==> src/rtl/dose_interval_timer.sv <==
// Dose interval timer: counts prescaler ticks into minutes, down-counts a dose interval,
// holds a reminder alarm until ack or timeout. Optional snooze: SNOOZE_DOSE_TIMER_EN.
module dose_interval_timer #(
  parameter int unsigned TICKS_PER_MIN     = 60,
  parameter int unsigned ALARM_TIMEOUT_MIN = 15,
  parameter int unsigned SNOOZE_MIN        = 5,
  parameter int unsigned MISS_W            = 4
) (
  input  logic              clock,
  input  logic              reset,
  input  logic              tick,
  input  logic              start,
  input  logic              stop,
  input  logic [7:0]        interval_min,
  input  logic              ack,
  input  logic              snooze,
  output logic              alarm,
  output logic              busy,
  output logic [7:0]        remaining_min,
  output logic [MISS_W-1:0] missed_count
);

  localparam int unsigned TickW = (TICKS_PER_MIN > 2) ? $clog2(TICKS_PER_MIN) : 1;
  localparam int unsigned ToW   = $clog2(ALARM_TIMEOUT_MIN + 1);

  localparam logic [TickW-1:0] TickLast     = TickW'(TICKS_PER_MIN - 1);
  localparam logic [ToW-1:0]   ToLast       = ToW'(ALARM_TIMEOUT_MIN - 1);
  localparam logic [7:0]       SnoozeReload = 8'(SNOOZE_MIN);

  typedef enum logic [1:0] {StIdle, StRun, StAlarm} state_e;

  state_e             state_q, state_d;
  logic [TickW-1:0]   tick_cnt_q, tick_cnt_d;
  logic [ToW-1:0]     to_cnt_q, to_cnt_d;
  logic [7:0]         rem_q, rem_d;
  logic [7:0]         interval_q, interval_d;
  logic [MISS_W-1:0]  missed_q, missed_d;
  logic               alarm_q, alarm_d;
  logic               busy_q, busy_d;
  logic               active;
  logic               min_strobe;
  logic               snooze_hit;

`ifdef SNOOZE_DOSE_TIMER_EN
  assign snooze_hit = snooze;
`else
  logic unused_snooze;
  assign unused_snooze = snooze ^ SnoozeReload[0];
  assign snooze_hit    = 1'b0;
`endif

  assign active     = (state_q != StIdle);
  assign min_strobe = active && tick && (tick_cnt_q == TickLast);

  always_comb begin
    state_d    = state_q;
    tick_cnt_d = tick_cnt_q;
    to_cnt_d   = to_cnt_q;
    rem_d      = rem_q;
    interval_d = interval_q;
    missed_d   = missed_q;
    alarm_d    = alarm_q;

    if (active && tick) begin
      tick_cnt_d = min_strobe ? '0 : tick_cnt_q + 1'b1;
    end

    if (stop) begin
      state_d = StIdle;
      alarm_d = 1'b0;
      rem_d   = '0;
    end else begin
      unique case (state_q)
        StIdle: begin
          if (start && (interval_min != 8'd0)) begin
            interval_d = interval_min;
            rem_d      = interval_min;
            missed_d   = '0;
            state_d    = StRun;
          end
        end
        StRun: begin
          if (min_strobe) begin
            if (rem_q == 8'd1) begin
              state_d  = StAlarm;
              rem_d    = '0;
              alarm_d  = 1'b1;
              to_cnt_d = '0;
            end else begin
              rem_d = rem_q - 8'd1;
            end
          end
        end
        StAlarm: begin
          if (ack) begin
            alarm_d = 1'b0;
            rem_d   = interval_q;
            state_d = StRun;
          end else if (snooze_hit) begin
            alarm_d = 1'b0;
            rem_d   = SnoozeReload;
            state_d = StRun;
          end else if (min_strobe) begin
            if (to_cnt_q == ToLast) begin
              if (missed_q != '1) missed_d = missed_q + 1'b1;
              alarm_d = 1'b0;
              rem_d   = interval_q;
              state_d = StRun;
            end else begin
              to_cnt_d = to_cnt_q + 1'b1;
            end
          end
        end
        default: begin
          state_d = StIdle;
          alarm_d = 1'b0;
          rem_d   = '0;
        end
      endcase
    end

    // Minute phase restarts on every state change.
    if (state_d != state_q) tick_cnt_d = '0;
    busy_d = (state_d != StIdle);
  end

  always_ff @(posedge clock or negedge reset) begin
    if (!reset) begin
      state_q    <= StIdle;
      tick_cnt_q <= '0;
      to_cnt_q   <= '0;
      rem_q      <= '0;
      interval_q <= '0;
      missed_q   <= '0;
      alarm_q    <= 1'b0;
      busy_q     <= 1'b0;
    end else begin
      state_q    <= state_d;
      tick_cnt_q <= tick_cnt_d;
      to_cnt_q   <= to_cnt_d;
      rem_q      <= rem_d;
      interval_q <= interval_d;
      missed_q   <= missed_d;
      alarm_q    <= alarm_d;
      busy_q     <= busy_d;
    end
  end

  assign alarm         = alarm_q;
  assign busy          = busy_q;
  assign remaining_min = rem_q;
  assign missed_count  = missed_q;

endmodule

==> config.mk <==
export PLATFORM = sky130hd
export DESIGN_NAME = dose_interval_timer
export DESIGN_NICKNAME = d
export VERILOG_FILES = /design/src/rtl/dose_interval_timer.sv
export SDC_FILE = /design/constraint.sdc
export NUM_CORES = 1
export LEC_CHECK = 0
export ABC_AREA = 1
export BUFFER_PORTS_ARGS = -buffer_cell sky130_fd_sc_hd__buf_2
export CORE_MARGIN = 3
export CORE_UTILIZATION = 60
export CTS_BUF_LIST = sky130_fd_sc_hd__clkbuf_8
export DETAILED_ROUTE_END_ITERATION = 10
export HOLD_SLACK_MARGIN = 0.02
export PLACE_DENSITY = 0.94
export SLEW_MARGIN = 25
export SYNTH_ARGS = -nofsm -noshare
export SYNTH_HDL_FRONTEND = slang
export SYNTH_SLANG_ARGS = --single-unit
export TNS_END_PERCENT = 100
==> constraint.sdc <==
create_clock -name clock -period 2.11 [get_ports clock]
set_clock_uncertainty 0.05 [all_clocks]
set_input_delay 0.1055 -clock clock [delete_from_list [all_inputs] [get_ports clock]]
set_output_delay 0.1055 -clock clock [all_outputs]
set_load 0.01 [all_outputs]
==> flow_summary.toml, run 1 <==
[outcome]
status = "finished clean"

[setup_path]
critical_path_required_ns = 2.21
r2r-end = "missed_count[3]$_DFFE_PN0P_"
r2r_start = "state_q[0]$_DFF_PN0_"
path_max_fanout = 8
critPathKind = "register to register"
cp.arrival_ns = 2.05
worstRegToRegCells = 10
start_kind = "register"
reg2reg_slack_ns = 0.16
worstSetupEndpointType = "register"

[synthesis]
synthFlopType = "dfrtp_1"
async_flop_share_pct = 100
synth_cells = 268
synth_area_leaders = "dfrtp_1, nand2_1, ha_1"
synth-simple-area-share_pct = 31.7
synthTopCellsByCount = "nand2_1, dfrtp_1, inv_1"
synth_xor_xnor_area_share_pct = 2.84
synth.most_common_cell = "nand2_1"
synth-adder-area-share_pct = 5.79
avgSynthCellArea_sq_um = 8.07
synth_top_cell_by_area = "dfrtp_1"
syn_nets = 293
synth_compound_area_share_pct = 13.4
ys_seq_area_share_pct = 39.4
synth-seq-cells = 34
synth-edff-count = 0
yosysTopAreaCellShare_pct = 39.4
synthMuxAreaShare_pct = 0.521
synth_top_family_by_area = "simple AND/OR/NAND/NOR gates"
yosys_warnings = 0
synth_cell_types = 35
synth.cell_area_sq_um = 2160

[detailed_routing]
drcViolationCount = 0
wl_mm = 4.91
ant_nets = 0
wl_per_cell_um = 13.9
vias = 1962
first_pass_iters = 5
drt_iter0_drc = 172
via_per_inst = 5.56

[finish]
antennaDiodeCount = 0
drive_gt1_share_pct = 24.4
nets = 331
final_core_util_pct = 72.9
areaGrowthSynthToFinish_pct = 15.2

[placement]
gp_congestion = 0.907
port-buffer-count = 27
hpwl_mm = 3.66

[timing]
max_slew_margin_pct = 50.9
setup_viol = 0
fmax_ghz = 0.514
fin_hold_ws_ns = 0.0410
period_minus_slack_ns = 1.95
final.period_utilization_pct = 92.3
hold_viol = 0
slew_violations = 0
fin_setup_tns_ns = 0
tightest_slew_ns = 0.737
rsz0062_at_grt = "no"

[clock_network]
cts_tree = "done"
clock_latency_ns = 0.29
clkTransAtPathRegs_ns = 0.06
h-tree-depth = 2
cts_buffers = 5
cts-root-buf = "clkbuf_8"
cts.sinks = 34
clk_path_buf_depth = 2

[grt]
grt_overflow = 0
track_usage_pct = 25.3
grt_max_degree = 35
grt_pass1_vias = 1837
grt_pass1_wl_mm = 8.25
antenna_found_initial = 0

[floorplanning]
core_region_area_sq_um = 3420
num_rows = 21
start_util_pct = 63.3
dieArea_sq_um = 4360
dieHeight_um = 66.0
io_pins = 29
die_width_um = 66.0

[worst_hold_path]
min_path_cells = 2
worst_hold_path.endpoint = "interval_q[7]$_DFFE_PN0P_"
min_from = "interval_min[7]"
min_path_type = "input pin to register"

[pwr]
power_leakage_nw = 1.29
power_density_nw_per_um2 = 685
power.total_mw = 1.71
ir_drop_mv = 0.596

[flow_run]
cap_violations = 0
==> logic make-up after synthesis <==
kind of cell    count (synthesis)
simple gates                  131
xor+xnor                        7
fa+ha+maj                      10
buf+inv                        36
flops                          34
compound gates                 49
mux                             1
==> critical path, cell delays in order, from the launching register on <==
cell and delay [ns]:
dfrtp_2 0.41, inv_1 0.10, ha_1 0.25, inv_4 0.08
nand3_4 0.09, nor2_8 0.18, nor2_2 0.07, nor3_2 0.10
o211ai_1 0.26, nand2_1 0.14, o21ai_1 0.08
==> layout make-up <==
cell class	instances	area [sq um]
tap	46	57.6
inverter	34	130
clock buffer	6	82.6
multi-input combinational	198	1170
fill	259	926
timing repair buffer	33	185
clock inverter	2	8.76
sequential	34	852
==> cells in the final DEF (no fill, tap or decap), types with 2 or more instances in the layout <==
cell type,count
nand2_2,6
a21oi_1,7
inv_2,3
buf_2,27
nand4_1,5
nor3_1,3
or2_2,2
clkbuf_8,6
a31oi_1,2
dlygate4sd3_1,2
nor2_1,20
nand2_4,4
nand3_2,3
ha_1,10
o221ai_1,3
dfrtp_1,33
o22ai_1,3
nand3_1,20
nor2_2,8
buf_4,4
xnor2_1,2
nand2_1,54
inv_1,31
nor3_2,2
o31ai_1,3
nand3_4,2
xor2_1,5
o21ai_1,4
o211ai_1,3
o21ai_0,20
==> where the power goes <==
group	internal, mW	switching (mW)
Sequential	0.722	0.0557
Combinational	0.160	0.281
Clock	0.258	0.229
==> sequential cells by signal (all words and copies together), names as in the netlist <==
signal,flops
interval_q,8
remaining_min,8
tick_cnt_q,6
missed_count,4
to_cnt_q,4
state_q,2
alarm,1
busy,1
==> routing by layer <==
metal	routed length (um)	track usage [%]
met1	2080	32.7
met2	2360	39.8
met3	335	6.63
met4	129	11.2
met5	0	0
==> how the worst max path moves through the flow <==
stage          slack, ns                            to            startpoint
6_report            0.16   missed_count[3]$_DFFE_PN0P_  state_q[0]$_DFF_PN0_
3_5_place_dp        0.16   missed_count[3]$_DFFE_PN0P_  state_q[0]$_DFF_PN0_
4_1_cts             0.14   missed_count[3]$_DFFE_PN0P_  state_q[0]$_DFF_PN0_
5_1_grt             0.03   missed_count[3]$_DFFE_PN0P_  state_q[1]$_DFF_PN0_
2_1_floorplan       0.27     tick_cnt_q[4]$_DFFE_PN0P_  state_q[0]$_DFF_PN0_
3_3_place_gp        0.26  remaining_min[0]$_DFFE_PN0P_  state_q[0]$_DFF_PN0_
==> per-stage QoR <==
step                      worst slack, ns  cells  instance area, sq um
after global routing               0.0295    353                  2490
after floorplan                     0.268    268                  2160
after CTS                           0.138    353                  2490
final                               0.163    353                  2490
after detailed placement            0.156    343                  2380
after global placement              0.265    343                  2380
==> what timing repair did <==
action	in CTS	in global routing
hold buffers	2	0
setup endpoints to repair	0	1
resized for setup	0	1
setup buffers	0	0
endpoints found under the hold margin	35	0
No activity file was read; power rests on OpenSTA's default activity.
==> inputs of run 2 (changes only) <==
- MAX_ROUTING_LAYER: unset -> met4
- PLACE_DENSITY: 0.94 -> 0.83
==> flow_summary.toml, run 2 (synthesized netlist as in run 1, its figures left out) <==
[flow_run]
cap_violations = 0

[placement]
port-buffer-count = 27
place_area_sq_um = 2380
hpwl_mm = 3.40
place_inst = 344
gp_congestion = 0.894

[grt]
grt_pass1_wl_mm = 7.99
antenna_found_initial = 0
grt_overflow = 0
grt_pass1_vias = 1764
track_usage_pct = 25.0
grt_max_degree = 35

[timing]
fmax_ghz = 0.518
tightest_slew_ns = 0.740
rsz0062_at_grt = "no"
period_minus_slack_ns = 1.93
hold_viol = 0
fin_setup_tns_ns = 0
max_slew_margin_pct = 50.7
final.period_utilization_pct = 91.4
setup_viol = 0
slew_violations = 0

[clock_network]
clock_latency_ns = 0.28
cts_tree = "done"
clkTransAtPathRegs_ns = 0.06
cts-root-buf = "clkbuf_8"
cts_buffers = 5
cts.sinks = 34
clk_path_buf_depth = 2
h-tree-depth = 2

[floorplanning]
start_util_pct = 63.3
io_pins = 29
num_rows = 21
dieHeight_um = 66.0
dieArea_sq_um = 4360
die_width_um = 66.0
core_region_area_sq_um = 3420

[detailed_routing]
via_per_inst = 5.37
drcViolationCount = 0
vias = 1901
wl_per_cell_um = 13.0
drt_iter0_drc = 173
ant_nets = 0
first_pass_iters = 5
wl_mm = 4.60

[setup_path]
r2r_start = "state_q[0]$_DFF_PN0_"
crit_buf_inv = 3
worstRegToRegCells = 11
cp.arrival_ns = 2.09
critPathKind = "register to register"
worstSetupEndpointType = "register"
critical_path_required_ns = 2.27
start_kind = "register"
critPathMaxStageDelay_ns = 0.40
reg2reg_slack_ns = 0.18
path_cells = "inv_1, ha_1, inv_4, nand3_4, nor2_8, nand2_4, nand2_4, nand4_1, inv_1, nand2_1, o21ai_0"
crit_slowest_cell = "dfrtp_2"
path_max_fanout = 6
r2r-end = "remaining_min[7]$_DFFE_PN0P_"
critPathLaunch = "state_q[0]$_DFF_PN0_"
cp_top_family = "simple AND/OR/NAND/NOR gates"

[finish]
stdcell_count = 354
final_core_util_pct = 73.0
fill_cells = 270
drive_gt1_share_pct = 24.7
antennaDiodeCount = 0
final_common_cell = "nand2_1"
nets = 333
areaGrowthSynthToFinish_pct = 15.3
fin_area_sq_um = 2490
final_cell_mix = "nand2_1, dfrtp_1, inv_1, buf_2"
seq_area_sq_um = 852
multiInputGateArea_sq_um = 1180

[pwr]
ir_drop_mv = 0.499
intPower_mw = 1.10
seq_power_share_pct = 47.2
swShare_pct = 33.0
p_clk_share_pct = 26.3
p_comb_share_pct = 26.6
power_density_nw_per_um2 = 659
power_leakage_nw = 1.29
p_sw_mw = 0.542

[worst_hold_path]
worst_hold_path.endpoint = "interval_q[7]$_DFFE_PN0P_"
min_from = "interval_min[7]"
min_path_cells = 2
min_path_type = "input pin to register"

[outcome]
status = "finished clean"
## run 2: changes by cell type in the layout (fill, tap and decap cells not counted), sizes merged
cell | previous run | this run
buf | 31 | 33
clkinv | 1 | 0
inv | 35 | 36
clkbuf | 6 | 5
## run 2: routing by layer
metal  track usage (%)  routed length [um]
met5                 -                   0
met4              8.38                  71
met3              5.10                 265
met2              36.5                2060
met1              34.8                2200
## run 2: power groups by stage
stage,sequential (mW),combinational (mW),clock [mW]
2_1_floorplan,0.787,0.289,0
3_3_place_gp,0.782,0.421,0
3_5_place_dp,0.784,0.425,0
4_1_cts,0.774,0.432,0.449
5_1_grt,0.783,0.492,0.475
6_report,0.774,0.436,0.431
## run 2: worst max-delay path by stage
stage | to | slack [ns] | cells past startpoint
after floorplan | tick_cnt_q[4]$_DFFE_PN0P_ | 0.27 | 12
after global placement | remaining_min[0]$_DFFE_PN0P_ | 0.24 | 11
after detailed placement | remaining_min[7]$_DFFE_PN0P_ | 0.16 | 11
after CTS | remaining_min[7]$_DFFE_PN0P_ | 0.15 | 11
after global routing | missed_count[0]$_DFFE_PN0P_ | 0.02 | 10
final | remaining_min[7]$_DFFE_PN0P_ | 0.18 | 11
## run 2: metrics by stage
step	total power, mW	hold WS, ns	setup slack, ns
detailed placement	1.21	0.161	0.165
global route	1.75	0.0547	0.0189
floorplan	1.08	-0.240	0.268
global placement	1.20	0.156	0.243
CTS	1.66	0.0396	0.148
finish	1.64	0.0501	0.181
## run 2: repair_timing
action	CTS	global route
setup endpoints to repair	0	9
hold buffers	2	0
setup buffers	0	1
endpoints found under the hold margin	35	0
resized for setup	0	2
## run 2: layout make-up
| class | count | area share, % |
|---|---|---|
| flip-flops and latches | 34 | 34.2 |
| clock inverters | 2 | 0.301 |
| inverters | 34 | 5.22 |
| repair buffers | 35 | 8.03 |
| clock buffers | 5 | 2.76 |
| multi-input cells | 198 | 47.2 |
| well taps | 46 | 2.31 |
